<file path="src/rtl/fsm_dispatcher.sv">
// Instruction dispatcher: decodes one instruction at a time, starts the matching
// sub-FSM, grants it the shared bus and retires it on done or aborts on watchdog.
module fsm_dispatcher (
    input  logic        clock,
    input  logic        reset,
    input  logic        instr_valid,
    input  logic [15:0] instr,
    output logic        instr_ready,
    input  logic [2:0]  unit_done,
    output logic [2:0]  unit_start,
    output logic [2:0]  bus_grant,
    output logic [3:0]  opcode_out,
    output logic [5:0]  param1_out,
    output logic [5:0]  param2_out,
    output logic        instr_done,
    output logic        illegal,
    output logic        timeout,
    output logic [7:0]  retired_count,
    output logic        busy
);

    typedef enum logic [2:0] {
        IDLE   = 3'd0,
        DECODE = 3'd1,
        START  = 3'd2,
        WAIT   = 3'd3,
        RETIRE = 3'd4,
        ERR    = 3'd5
    } state_t;

    state_t      state_q, state_d;
    logic [2:0]  sel_q, sel_d;
    logic [4:0]  wdog_q, wdog_d;
    logic [3:0]  opcode_q, opcode_d;
    logic [5:0]  param1_q, param1_d;
    logic [5:0]  param2_q, param2_d;
    logic [7:0]  retired_q, retired_d;
    logic        timeout_q, timeout_d;
    logic        instr_ready_q, instr_ready_d;
    logic [2:0]  unit_start_q, unit_start_d;
    logic [2:0]  bus_grant_q, bus_grant_d;
    logic        instr_done_q, instr_done_d;
    logic        illegal_q, illegal_d;
    logic        busy_q, busy_d;

    always_ff @(posedge clock) begin
        if (reset) begin
            state_q       <= IDLE;
            sel_q         <= 3'd0;
            wdog_q        <= 5'd0;
            opcode_q      <= 4'd0;
            param1_q      <= 6'd0;
            param2_q      <= 6'd0;
            retired_q     <= 8'd0;
            timeout_q     <= 1'b0;
            instr_ready_q <= 1'b1;
            unit_start_q  <= 3'd0;
            bus_grant_q   <= 3'd0;
            instr_done_q  <= 1'b0;
            illegal_q     <= 1'b0;
            busy_q        <= 1'b0;
        end else begin
            state_q       <= state_d;
            sel_q         <= sel_d;
            wdog_q        <= wdog_d;
            opcode_q      <= opcode_d;
            param1_q      <= param1_d;
            param2_q      <= param2_d;
            retired_q     <= retired_d;
            timeout_q     <= timeout_d;
            instr_ready_q <= instr_ready_d;
            unit_start_q  <= unit_start_d;
            bus_grant_q   <= bus_grant_d;
            instr_done_q  <= instr_done_d;
            illegal_q     <= illegal_d;
            busy_q        <= busy_d;
        end
    end

    always_comb begin
        state_d   = state_q;
        sel_d     = sel_q;
        wdog_d    = wdog_q;
        opcode_d  = opcode_q;
        param1_d  = param1_q;
        param2_d  = param2_q;
        timeout_d = 1'b0;
        unique case (state_q)
            IDLE: begin
                if (instr_valid) begin
                    opcode_d = instr[15:12];
                    param1_d = instr[11:6];
                    param2_d = instr[5:0];
                    state_d  = DECODE;
                end
            end
            DECODE: begin
                if (!opcode_q[3]) begin
                    sel_d   = 3'b001;
                    state_d = START;
                end else if (opcode_q[3:2] == 2'b10) begin
                    sel_d   = 3'b010;
                    state_d = START;
                end else if (opcode_q[3:1] == 3'b110) begin
                    sel_d   = 3'b100;
                    state_d = START;
                end else if (opcode_q == 4'b1110) begin
                    sel_d   = 3'b000;
                    state_d = RETIRE;
                end else begin
                    sel_d   = 3'b000;
                    state_d = ERR;
                end
            end
            START: begin
                wdog_d  = 5'd0;
                state_d = WAIT;
            end
            // Done from the selected unit wins over a watchdog expiry in the same cycle.
            WAIT: begin
                if ((unit_done & sel_q) != 3'd0) begin
                    state_d = RETIRE;
                end else if (wdog_q == 5'd31) begin
                    timeout_d = 1'b1;
                    state_d   = IDLE;
                end else begin
                    wdog_d = wdog_q + 5'd1;
                end
            end
            RETIRE:  state_d = IDLE;
            ERR:     state_d = IDLE;
            default: state_d = IDLE;
        endcase
    end

    // Outputs are decoded from the next state so each register lines up with its state.
    always_comb begin
        instr_ready_d = (state_d == IDLE);
        busy_d        = (state_d != IDLE);
        unit_start_d  = (state_d == START) ? sel_d : 3'd0;
        bus_grant_d   = (state_d == START || state_d == WAIT) ? sel_d : 3'd0;
        instr_done_d  = (state_d == RETIRE);
        illegal_d     = (state_d == ERR);
        retired_d     = retired_q + {7'd0, (state_d == RETIRE)};
    end

    assign instr_ready   = instr_ready_q;
    assign unit_start    = unit_start_q;
    assign bus_grant     = bus_grant_q;
    assign opcode_out    = opcode_q;
    assign param1_out    = param1_q;
    assign param2_out    = param2_q;
    assign instr_done    = instr_done_q;
    assign illegal       = illegal_q;
    assign timeout       = timeout_q;
    assign retired_count = retired_q;
    assign busy          = busy_q;

endmodule

</file>
<file path="config.mk">
export PLATFORM = sky130hd
export DESIGN_NAME = fsm_dispatcher
export DESIGN_NICKNAME = d
export VERILOG_FILES = /design/src/rtl/fsm_dispatcher.sv
export SDC_FILE = /design/constraint.sdc
export NUM_CORES = 1
export LEC_CHECK = 0
export ABC_AREA = 0
export CAP_MARGIN = 20
export CORE_ASPECT_RATIO = 1.4
export CORE_MARGIN = 1.5
export CORE_UTILIZATION = 45
export CTS_CLUSTER_SIZE = 14
export DETAILED_ROUTE_END_ITERATION = 7
export GPL_ROUTABILITY_DRIVEN = 1
export PLACE_DENSITY = 0.74
export SYNTH_ARGS = -nofsm -noshare
export SYNTH_HDL_FRONTEND = slang
export SYNTH_SLANG_ARGS = --single-unit
</file>
<file path="constraint.sdc">
create_clock -name clock -period 4.7 [get_ports clock]
set_clock_uncertainty 0.1 [all_clocks]
set_input_delay 0.94 -clock clock [delete_from_list [all_inputs] [get_ports clock]]
set_output_delay 0.94 -clock clock [all_outputs]
set_load 0.005 [all_outputs]
</file>
## Word level (Yosys, flattened, before mapping)

Index checks and enable logic that the tools add are counted.

| word-level totals | value |
|---|---|
| bits of input ports | 22 |
| register bits after elaboration | 46 |
| word-level logic and storage cells | 60 |

| cells by class | value |
|---|---|
| mux-type cells | 16 |
| reduce and logical (&&, ||, !) cells | 11 |
| add/sub/neg operators | 2 |
| bitwise gates (word level) | 4 |
| eq/ne operators | 13 |

Operators with widths:

| kind | number |
|---|---|
| 3-bit 2-to-1 mux | 10 |
| 3-bit by 2-bit == test with 1-bit output (second input constant) | 4 |
| 3-bit one-hot mux with 4 select lines | 1 |
| 5-bit 2-to-1 mux | 2 |
| 5-bit one-hot mux with 2 select lines | 1 |
| 3-bit == test (second input constant) | 3 |
| 8-bit by 1-bit adder with 8-bit output | 1 |
| 3-bit zero test | 2 |
| 3-bit nonzero test | 2 |
| 5-bit by 1-bit adder with 5-bit output (second input constant) | 1 |
| 5-bit == test (second input constant) | 1 |
| 4-bit == test (second input constant) | 1 |
| 2-bit inequality test (second input constant) | 2 |
| 2-bit OR reduction | 2 |
| 3-bit AND | 1 |
| 3-bit by 1-bit == test with 1-bit output (second input constant) | 1 |
| 1-bit inverter | 3 |
| 3-bit AND reduction | 1 |
| 3-bit OR reduction | 1 |
| 2-bit == test (second input constant) | 1 |
| 1-bit 2-to-1 mux | 2 |
| 2-bit AND reduction | 1 |
| 2-bit nonzero test | 1 |
| 1-bit logical OR | 1 |

## Depth between registers and ports, before layout

Gate-level depths: netlist (run 1).

| depth | value |
|---|---|
| word-level depth | 10 |
| depth in mapped cells | 11 |
| depth with buffers taken out | 11 |

## Least setup slack after synthesis (run 1)

OpenSTA, ideal clock, no wires.

| timing | value |
|---|---|
| path type | in2reg |
| start point | in unit_done[0] |
| end point | reg retired_q[6], in the netlist retired_count[6] |
| required time | 4.472 ns |
| buffers on the path | 0 |
| setup slack | 1.771 ns |
| cell stages on the path | 9 |
| setup time | 0.128 ns |
| arrival | 2.702 ns |
| path through | a222oi_1 nor2b_1 a21o_1 nor3_1 ha_1 ha_1 nand3_1 xor2_1 nor2_1 |

| on the way | value |
|---|---|
| cells in the longest elaborated chain, start to end | 6 |

Ends and longest elaborated chain:

| element | line | text |
|---|---|---|
| from (decl) | 9 | `input logic [2:0] unit_done,` |
| 3-bit AND | 121 | `if ((unit_done & sel_q) != 3'd0) begin` |
| 3-bit nonzero test | 121 |  |
| 3-bit 2-to-1 mux | 121 |  |
| 3-bit one-hot mux with 4 select lines | 88 | `unique case (state_q)` |
| 3-bit == test | - |  |
| net instr_done_d | 42 | `logic instr_done_q, instr_done_d;` |
| 8-bit by 1-bit adder with 8-bit output | 144 | `retired_d = retired_q + {7'd0, (state_d == RETIRE)};` |
| to (signal assigned) | 69 | `retired_q <= retired_d;` |
| to (decl) | 37 | `logic [7:0] retired_q, retired_d;` |

The timed path passes the listed nets, and every way through them passes these cells.
A chain may end at the register's enable or synchronous reset.

## Worst setup path in the final report (run 1)

Ends and elaborated chain as after synthesis.

==> reports/results.ini, run 1 <==
[place]
gp_congestion = 0.808
port_buffers = 56
hpwl_um = 2590
pre_cts_ws_ns = 0.947

[sta]
timing.setup.tns_ns = 0
rsz0062_at_grt = no
fin_crit_sh_pct = 73.1
fin_hold_ws_ns = 0.355
setup-violations-final = 0
max_freq_ghz = 0.291
drv_slew = 0
fin_crit_ns = 3.44
slew_headroom_pct = 50.3
final_hold_viol_count = 0
layout_setup_ws_ns = 1.26
worst_pin_slew_ns = 0.743

[hold_path]
hold_path.startpoint = param1_out[5]
hold_path_end = param1_out[5]
hp-class = register to register
holdPathStages = 2

[final_layout]
nets = 282
final_common_cell = clkdlybuf4s50_1
regArea_um2 = 921
drive_gt1_share_pct = 6.23
multiInputGateArea_um2 = 801
final_util_pct = 66.0
syn2layout_area_growth_pct = 38.1
num_antenna_cells = 0
fillCellCount = 338
final_cell_mix = clkdlybuf4s50_1 (56), dfxtp_1 (46), nand2_1 (40), a21oi_1 (21), nor2_1 (19)

[synth]
synth_nets = 228
ys_seq_area_share_pct = 51.9
synth_area_per_cell_um2 = 8.78
ys_seq_elements = 46
yosys_warnings = 0
netlist_area_mm2 = 0.00177
synth_cell_type_count = 38
synthCells = 202

[clock_tree]
cts_hold_buffers = 0
clk_pin_slew_ns = 0.08
cts-resized-gates = 0
cts_inserted_buffers = 5
clkLatencyLatePin_ns = 0.30
cts.sinks = 46
cts_tree = built
cts_setup_buffers = 0
h-tree-depth = 2
cts_root_buf = clkbuf_8
cts.path.max_buffers = 2

[die]
rows = 26
coreArea_mm2 = 0.00371
io_pins = 57
die-area_mm2 = 0.00433
die_h_um = 77.3
die_x_um = 56.1
initial_utilization_pct = 47.8

[critical_path]
worst_ep_arrival_time_ns = 3.50
rr_endpoint = retired_count[6]
rrSetupSlack_ns = 1.97
end_kind = register
reg2reg_depth = 9
critPathMaxFanout = 7
r2r-start = sel_q[0]
startpoint_type = input pin
required_ns = 4.77
path_class = input pin to register

[route]
drc_errors = 0
post_drt_wl_per_cell_um = 12.2
final_antenna_net_count = 0
vias = 1573
top_layer = met4
wirelength_um = 3650
wl_met1_um = 1530
drt_iter0_drc = 39
drtPass1Iterations = 4
wl_met3_um = 286
vias_per_cell = 5.26
wl_met2_um = 1760

[global_route]
grt_max_degree = 22
antenna_found_initial = 0
grt_pass1_wl_um = 6470
grt_pass1_vias = 1526
grt_overflow = 0
grtUsageTotal_pct = 18.8

[power_and_ir_drop]
power_per_cell_area_mw_per_mm2 = 325
power_w = 0.000797
peakVddDrop_mv = 0.253
cellLeakagePower_nw = 0.950

[run]
cap_viol_max_count = 0

[outcome]
status = complete, no violations

cell usage after synthesis:
library cell / count / share of area, %
inv_1: 2 / 0.42
nand3_1: 6 / 1.7
a22o_1: 2 / 0.99
nor4_1: 1 / 0.35
o21a_1: 1 / 0.42
or4b_2: 1 / 0.56
and4b_1: 1 / 0.56
and4_2: 1 / 0.56
a21o_2: 1 / 0.49
a31oi_1: 3 / 1.1
xnor2_1: 2 / 0.99
nand2_1: 40 / 8.5
a222oi_1: 1 / 0.56
o32ai_1: 1 / 0.49
nand3b_1: 1 / 0.42
or2_2: 1 / 0.35
dfxtp_1: 46 / 52
and2_1: 2 / 0.71
or4_1: 1 / 0.42
mux2_2: 1 / 0.64
nor4b_2: 1 / 0.85
o21ai_0: 2 / 0.56
nand4_1: 1 / 0.35
buf_2: 2 / 0.56
or3b_1: 2 / 0.99
xor2_1: 4 / 2.0
o211ai_1: 2 / 0.85
a31o_2: 1 / 0.49
nor2_1: 19 / 4.0
nand2b_1: 3 / 1.1
nor2b_1: 4 / 1.4
and3_1: 5 / 1.8
clkbuf_1: 9 / 1.9
a21o_1: 2 / 0.85
or3_1: 1 / 0.35
ha_1: 4 / 2.8
nor3_1: 4 / 1.1
a21oi_1: 21 / 5.9
kinds of logic (layout without fill, tap and decap cells):
group	Yosys count	after routing	share of synthesized area, %
AO/OA/AOI/OAI	37	37	12.7
XOR/XNOR	6	6	2.96
adder cells (fa/ha/maj)	4	4	2.82
buffers and inverters	13	68	2.89
flip-flops	46	46	51.9
multiplexers	1	1	0.635
AND/OR/NAND/NOR	95	95	26.0
registers in the layout (all words and copies together) (netlist names):
| register | cells |
|---|---|
| wdog_q | 5 |
| param1_out | 6 |
| busy | 1 |
| illegal | 1 |
| retired_count | 8 |
| unit_start | 3 |
| bus_grant | 3 |
| timeout | 1 |
| instr_ready | 1 |
| opcode_out | 4 |
| param2_out | 6 |
| sel_q | 3 |
| instr_done | 1 |
| state_q | 3 |
per-layer routing:
layer	vias to the layer above	GRT usage (%)
li1	794	-
met1	720	20.3
met2	52	31.9
met3	7	7.42
met4	0	8.81
met5	-	0
stage by stage:
| stage | area (um^2) | cells |
|---|---|---|
| 2_1_floorplan | 1770 | 202 |
| 3_3_place_gp | 2360 | 291 |
| 3_5_place_dp | 2360 | 291 |
| 4_1_cts | 2450 | 299 |
| 5_1_grt | 2450 | 299 |
| 6_report | 2450 | 299 |
area by class of cell:
class | instances | share of cell area, %
clock buffers | 7 | 3.53
flip-flops and latches | 46 | 37.6
inverters | 2 | 0.307
multi-input cells | 143 | 32.7
well taps | 42 | 2.15
clock inverters | 1 | 0.204
repair buffers | 58 | 23.5
power by group:
| part | internal [W] | total [W] | switching [W] |
|---|---|---|---|
| logic | 0.0000681 | 0.000123 | 0.0000553 |
| registers | 0.000410 | 0.000429 | 0.0000193 |
| clock network | 0.000119 | 0.000244 | 0.000125 |
worst max path at each step:
stage	start	end	slack (ns)	cells after the start
CTS	unit_done[0]	retired_count[6]	1.28	10
detailed placement	unit_done[0]	retired_count[6]	0.95	10
finish	unit_done[0]	retired_count[6]	1.26	10
global route	unit_done[0]	retired_count[5]	1.02	10
floorplan	unit_done[0]	retired_count[6]	1.77	9
global placement	unit_done[0]	retired_count[5]	1.05	10
critical path, stage by stage:
cell and delay [ns]:
clkdlybuf4s50_1 0.40, a222oi_1 0.68, nor2b_1 0.50, a21o_1 0.21, nor3_1 0.05, ha_1 0.19
ha_1 0.22, nand3_1 0.10, xor2_1 0.16, nor2_1 0.05
No activity file was read; power rests on OpenSTA's default activity.
==> run 2: changes to the inputs <==
clock period = 3.6 ns   (was 4.7 ns; I/O delays follow)
==> reports/results.ini, run 2 (synthesized netlist as in run 1, its figures left out) <==
[outcome]
status = complete, no violations

[die]
die-area_mm2 = 0.00433
die_h_um = 77.3
die_x_um = 56.1
initial_utilization_pct = 47.8
rows = 26
io_pins = 57
coreArea_mm2 = 0.00371

[place]
hpwl_um = 2710
dp_cells = 294
port_buffers = 56
gp_congestion = 0.776

[sta]
drv_slew = 0
timing.setup.tns_ns = 0
fin_crit_ns = 2.63
slew_headroom_pct = 67.8
rsz0062_at_grt = no
setup-violations-final = 0
final_hold_viol_count = 0
max_freq_ghz = 0.381
worst_pin_slew_ns = 0.481
fin_crit_sh_pct = 73.0

[power_and_ir_drop]
power_w = 0.00105
cellLeakagePower_nw = 0.964
peakVddDrop_mv = 0.353
power_per_cell_area_mw_per_mm2 = 424

[clock_tree]
cts_hold_buffers = 0
cts_inserted_buffers = 5
cts.path.max_buffers = 2
cts_tree = built
cts_root_buf = clkbuf_8
cts-resized-gates = 0
h-tree-depth = 2
clkLatencyLatePin_ns = 0.30
cts_setup_buffers = 0
cts.sinks = 46
clk_pin_slew_ns = 0.08

[route]
post_drt_wl_per_cell_um = 12.5
final_antenna_net_count = 0
drt_iter0_drc = 58
vias = 1592
drc_errors = 0
vias_per_cell = 5.27
drtPass1Iterations = 4
wirelength_um = 3770

[final_layout]
nets = 285
final_common_cell = clkdlybuf4s50_1
num_antenna_cells = 0
syn2layout_area_growth_pct = 39.4
multiInputGateArea_um2 = 801
regArea_um2 = 921
drive_gt1_share_pct = 7.31
final_cell_mix = clkdlybuf4s50_1 (56), dfxtp_1 (46), nand2_1 (40), a21oi_1 (21), nor2_1 (19)
fillCellCount = 338
largest_reg_flops = 8
final_cells = 302

[hold_path]
holdPathStages = 2
hp-class = register to register

[run]
cap_viol_max_count = 0

[global_route]
grt_max_degree = 30
antenna_found_initial = 0
grt_overflow = 0
grt_pass1_vias = 1493
grt_pass1_wl_um = 6520
grtUsageTotal_pct = 19.0

[critical_path]
required_ns = 3.69
worst_ep_arrival_time_ns = 2.71
rrSetupSlack_ns = 1.06
reg2reg_depth = 9
end_kind = register
path_class = input pin to register
critPathMaxFanout = 6
startpoint_type = input pin

==> run 2: cell count changes in the layout (fill, tap and decap cells not counted), sizes merged <==
cell  change
buf       +3
==> run 2: final timing paths <==
path,startpoint,endpoint
worst max-delay path,unit_done[0],retired_count[5]
worst min-delay path,param2_out[4],param2_out[4]
worst max register to register,state_q[0],retired_count[5]
worst min register to register,param2_out[4],param2_out[4]
==> run 2: where the power goes <==
group	internal (W)	switching [W]	total (W)
clock network	0.000155	0.000167	0.000322
logic	0.0000929	0.0000780	0.000171
registers	0.000535	0.0000198	0.000555
==> run 2: metrics by stage <==
| step | worst slack, ns | utilization (%) | hold slack [ns] | cell area [um^2] |
|---|---|---|---|---|
| after global placement | 0.705 | 64.2 | 0.342 | 2380 |
| final | 0.974 | 66.6 | 0.354 | 2470 |
| after CTS | 0.974 | 66.6 | 0.357 | 2470 |
| after detailed placement | 0.657 | 64.2 | 0.346 | 2380 |
| after floorplan | 0.891 | - | 0.343 | 1770 |
| after global routing | 0.777 | 66.6 | 0.374 | 2470 |
==> run 2: metal layers <==
layer	part of all wire, %	global-route usage [%]	up-vias
li1	-	-	800
met5	0	0	-
met1	44	22.2	728
met2	48	31.6	59
met4	1.7	7.86	0
met3	6.6	6.41	5
==> run 2: cell type report <==
class	count	area share (%)
clock inverter	1	0.203
sequential	46	37.3
inverter	2	0.304
timing repair buffer	61	24.2
multi-input combinational	143	32.4
clock buffer	7	3.49
tap	42	2.13
==> run 2: worst max-delay path, stage by stage <==
cell and delay [ns]:
clkdlybuf4s50_1 0.40, a222oi_1 0.32, buf_4 0.20, nor2b_1 0.16
a21o_1 0.15, nor3_1 0.05, ha_1 0.19, and3_1 0.22
nand3_1 0.11, xor2_1 0.15, nor2_1 0.05
==> run 3: changes to the inputs <==
clock period = 2.6 ns   (was 3.6 ns; I/O delays follow)
==> reports/results.ini, run 3 (synthesized netlist as in run 1, its figures left out) <==
[outcome]
status = complete, no violations

[power_and_ir_drop]
p_switching_w = 0.000365
cellLeakagePower_nw = 0.990
peakVddDrop_mv = 0.504
swShare_pct = 25.0
power_per_cell_area_mw_per_mm2 = 581
seq_power_share_pct = 52.4
comb_power_share_pct = 17.4
p_int_w = 0.00109
p_clk_share_pct = 30.2

[final_layout]
final_common_cell = clkdlybuf4s50_1
syn2layout_area_growth_pct = 41.6
drive_gt1_share_pct = 9.43
multiInputGateArea_um2 = 803
fillCellCount = 333
largest_reg_flops = 8
final_area_mm2 = 0.00251
final_cell_mix = clkdlybuf4s50_1 (56), dfxtp_1 (46), nand2_1 (40), a21oi_1 (21), nor2_1 (19)
regArea_um2 = 921
num_antenna_cells = 0
nets = 290

[clock_tree]
cts.path.max_buffers = 2
cts_hold_buffers = 0
cts_tree = built
h-tree-depth = 2
cts_inserted_buffers = 5
cts.sinks = 46
clk_pin_slew_ns = 0.08
clkLatencyLatePin_ns = 0.29
cts_root_buf = clkbuf_8

[sta]
max_freq_ghz = 0.406
final_hold_viol_count = 0
slew_headroom_pct = 71.9
drv_slew = 0
worst_pin_slew_ns = 0.420
fin_hold_ws_ns = 0.356
fin_crit_sh_pct = 94.7
rsz0062_at_grt = no
setup-violations-final = 0
fin_crit_ns = 2.46

[critical_path]
cp_slowest_cell = clkdlybuf4s50_1
end_kind = register
startpoint_type = input pin
critPathMaxFanout = 3
path_cells = clkdlybuf4s50_1, a222oi_1, buf_4, nor2b_2, a21o_1, nor3_1, ha_1, and3_1, nand3_1, xor2_1, nor2_1
path_class = input pin to register
slowest_delay_ns = 0.40
required_ns = 2.68
worst_ep_arrival_time_ns = 2.54

[route]
drt_iter0_drc = 50
drtPass1Iterations = 4
post_drt_wl_per_cell_um = 12.6
final_antenna_net_count = 0
wirelength_um = 3860
vias = 1562
vias_per_cell = 5.09
drc_errors = 0

[place]
hpwl_um = 2730
placed_cell_area_mm2 = 0.00241
port_buffers = 56
gp_congestion = 0.763

[global_route]
grt_overflow = 0
antenna_found_initial = 0
grt_pass1_wl_um = 6960
grt_max_degree = 30
grtUsageTotal_pct = 20.1
grt_pass1_vias = 1605

[die]
io_pins = 57
rows = 26
initial_utilization_pct = 47.8
die-area_mm2 = 0.00433
die_x_um = 56.1
die_h_um = 77.3
coreArea_mm2 = 0.00371

[hold_path]
hp-class = register to register

[run]
cap_viol_max_count = 0

run 3: layer usage:
metal | GRT usage (%) | vias to the layer above | share of wire [%]
met3 | 8.09 | 5 | 6.7
met4 | 7.62 | 0 | 1.7
li1 | - | 808 | -
met5 | 0 | - | 0
met1 | 22.4 | 703 | 43
met2 | 33.8 | 46 | 49
run 3: critical path: cells and delay by family:
family / cells / cell delay [ns]
AND/OR/NAND/NOR: 5 / 0.60
buffers and inverters: 2 / 0.57
AO/OA/AOI/OAI: 2 / 0.50
adder cells (fa/ha/maj): 1 / 0.20
XOR/XNOR: 1 / 0.16
run 3: metrics by stage:
stage | total power (W) | cells | setup TNS, ns | util, % | worst slack [ns]
global route | 0.00155 | 307 | 0 | 67.7 | 0.000860
floorplan | 0.000901 | 202 | 0 | - | 0.0907
CTS | 0.00147 | 306 | 0 | 67.4 | 0.117
detailed placement | 0.00103 | 298 | -0.843 | 65.0 | -0.185
global placement | 0.00103 | 298 | -0.324 | 65.0 | -0.0853
finish | 0.00146 | 307 | 0 | 67.7 | 0.137
run 3: power groups by stage:
stage / sequential (W) / clock, W / combinational [W]
2_1_floorplan: 0.000780 / 0 / 0.000120
3_3_place_gp: 0.000780 / 0 / 0.000251
3_5_place_dp: 0.000781 / 0 / 0.000252
4_1_cts: 0.000765 / 0.000454 / 0.000255
5_1_grt: 0.000770 / 0.000490 / 0.000285
6_report: 0.000764 / 0.000440 / 0.000254
run 3: area by class of cell:
cell class / count / share of cell area [%]
clock inverters: 1 / 0.199
multi-input cells: 143 / 32.0
well taps: 42 / 2.09
clock buffers: 7 / 3.44
flip-flops and latches: 46 / 36.7
repair buffers: 66 / 25.3
inverters: 2 / 0.299
run 3: repair_timing:
action	CTS	global route
resized for setup	0	1
endpoints found under the setup margin	0	4
setup buffers	0	1
run 3: worst paths after layout:
| check | start | to | slack (ns) | depth (start not counted) |
|---|---|---|---|---|
| worst min register to register | param2_out[5] | param2_out[5] | 0.36 | 2 |
| worst max-delay path | unit_done[0] | retired_count[7] | 0.14 | 11 |
| worst max register to register | wdog_q[0] | retired_count[7] | 0.24 | 11 |
| worst min-delay path | param2_out[5] | param2_out[5] | 0.36 | 2 |
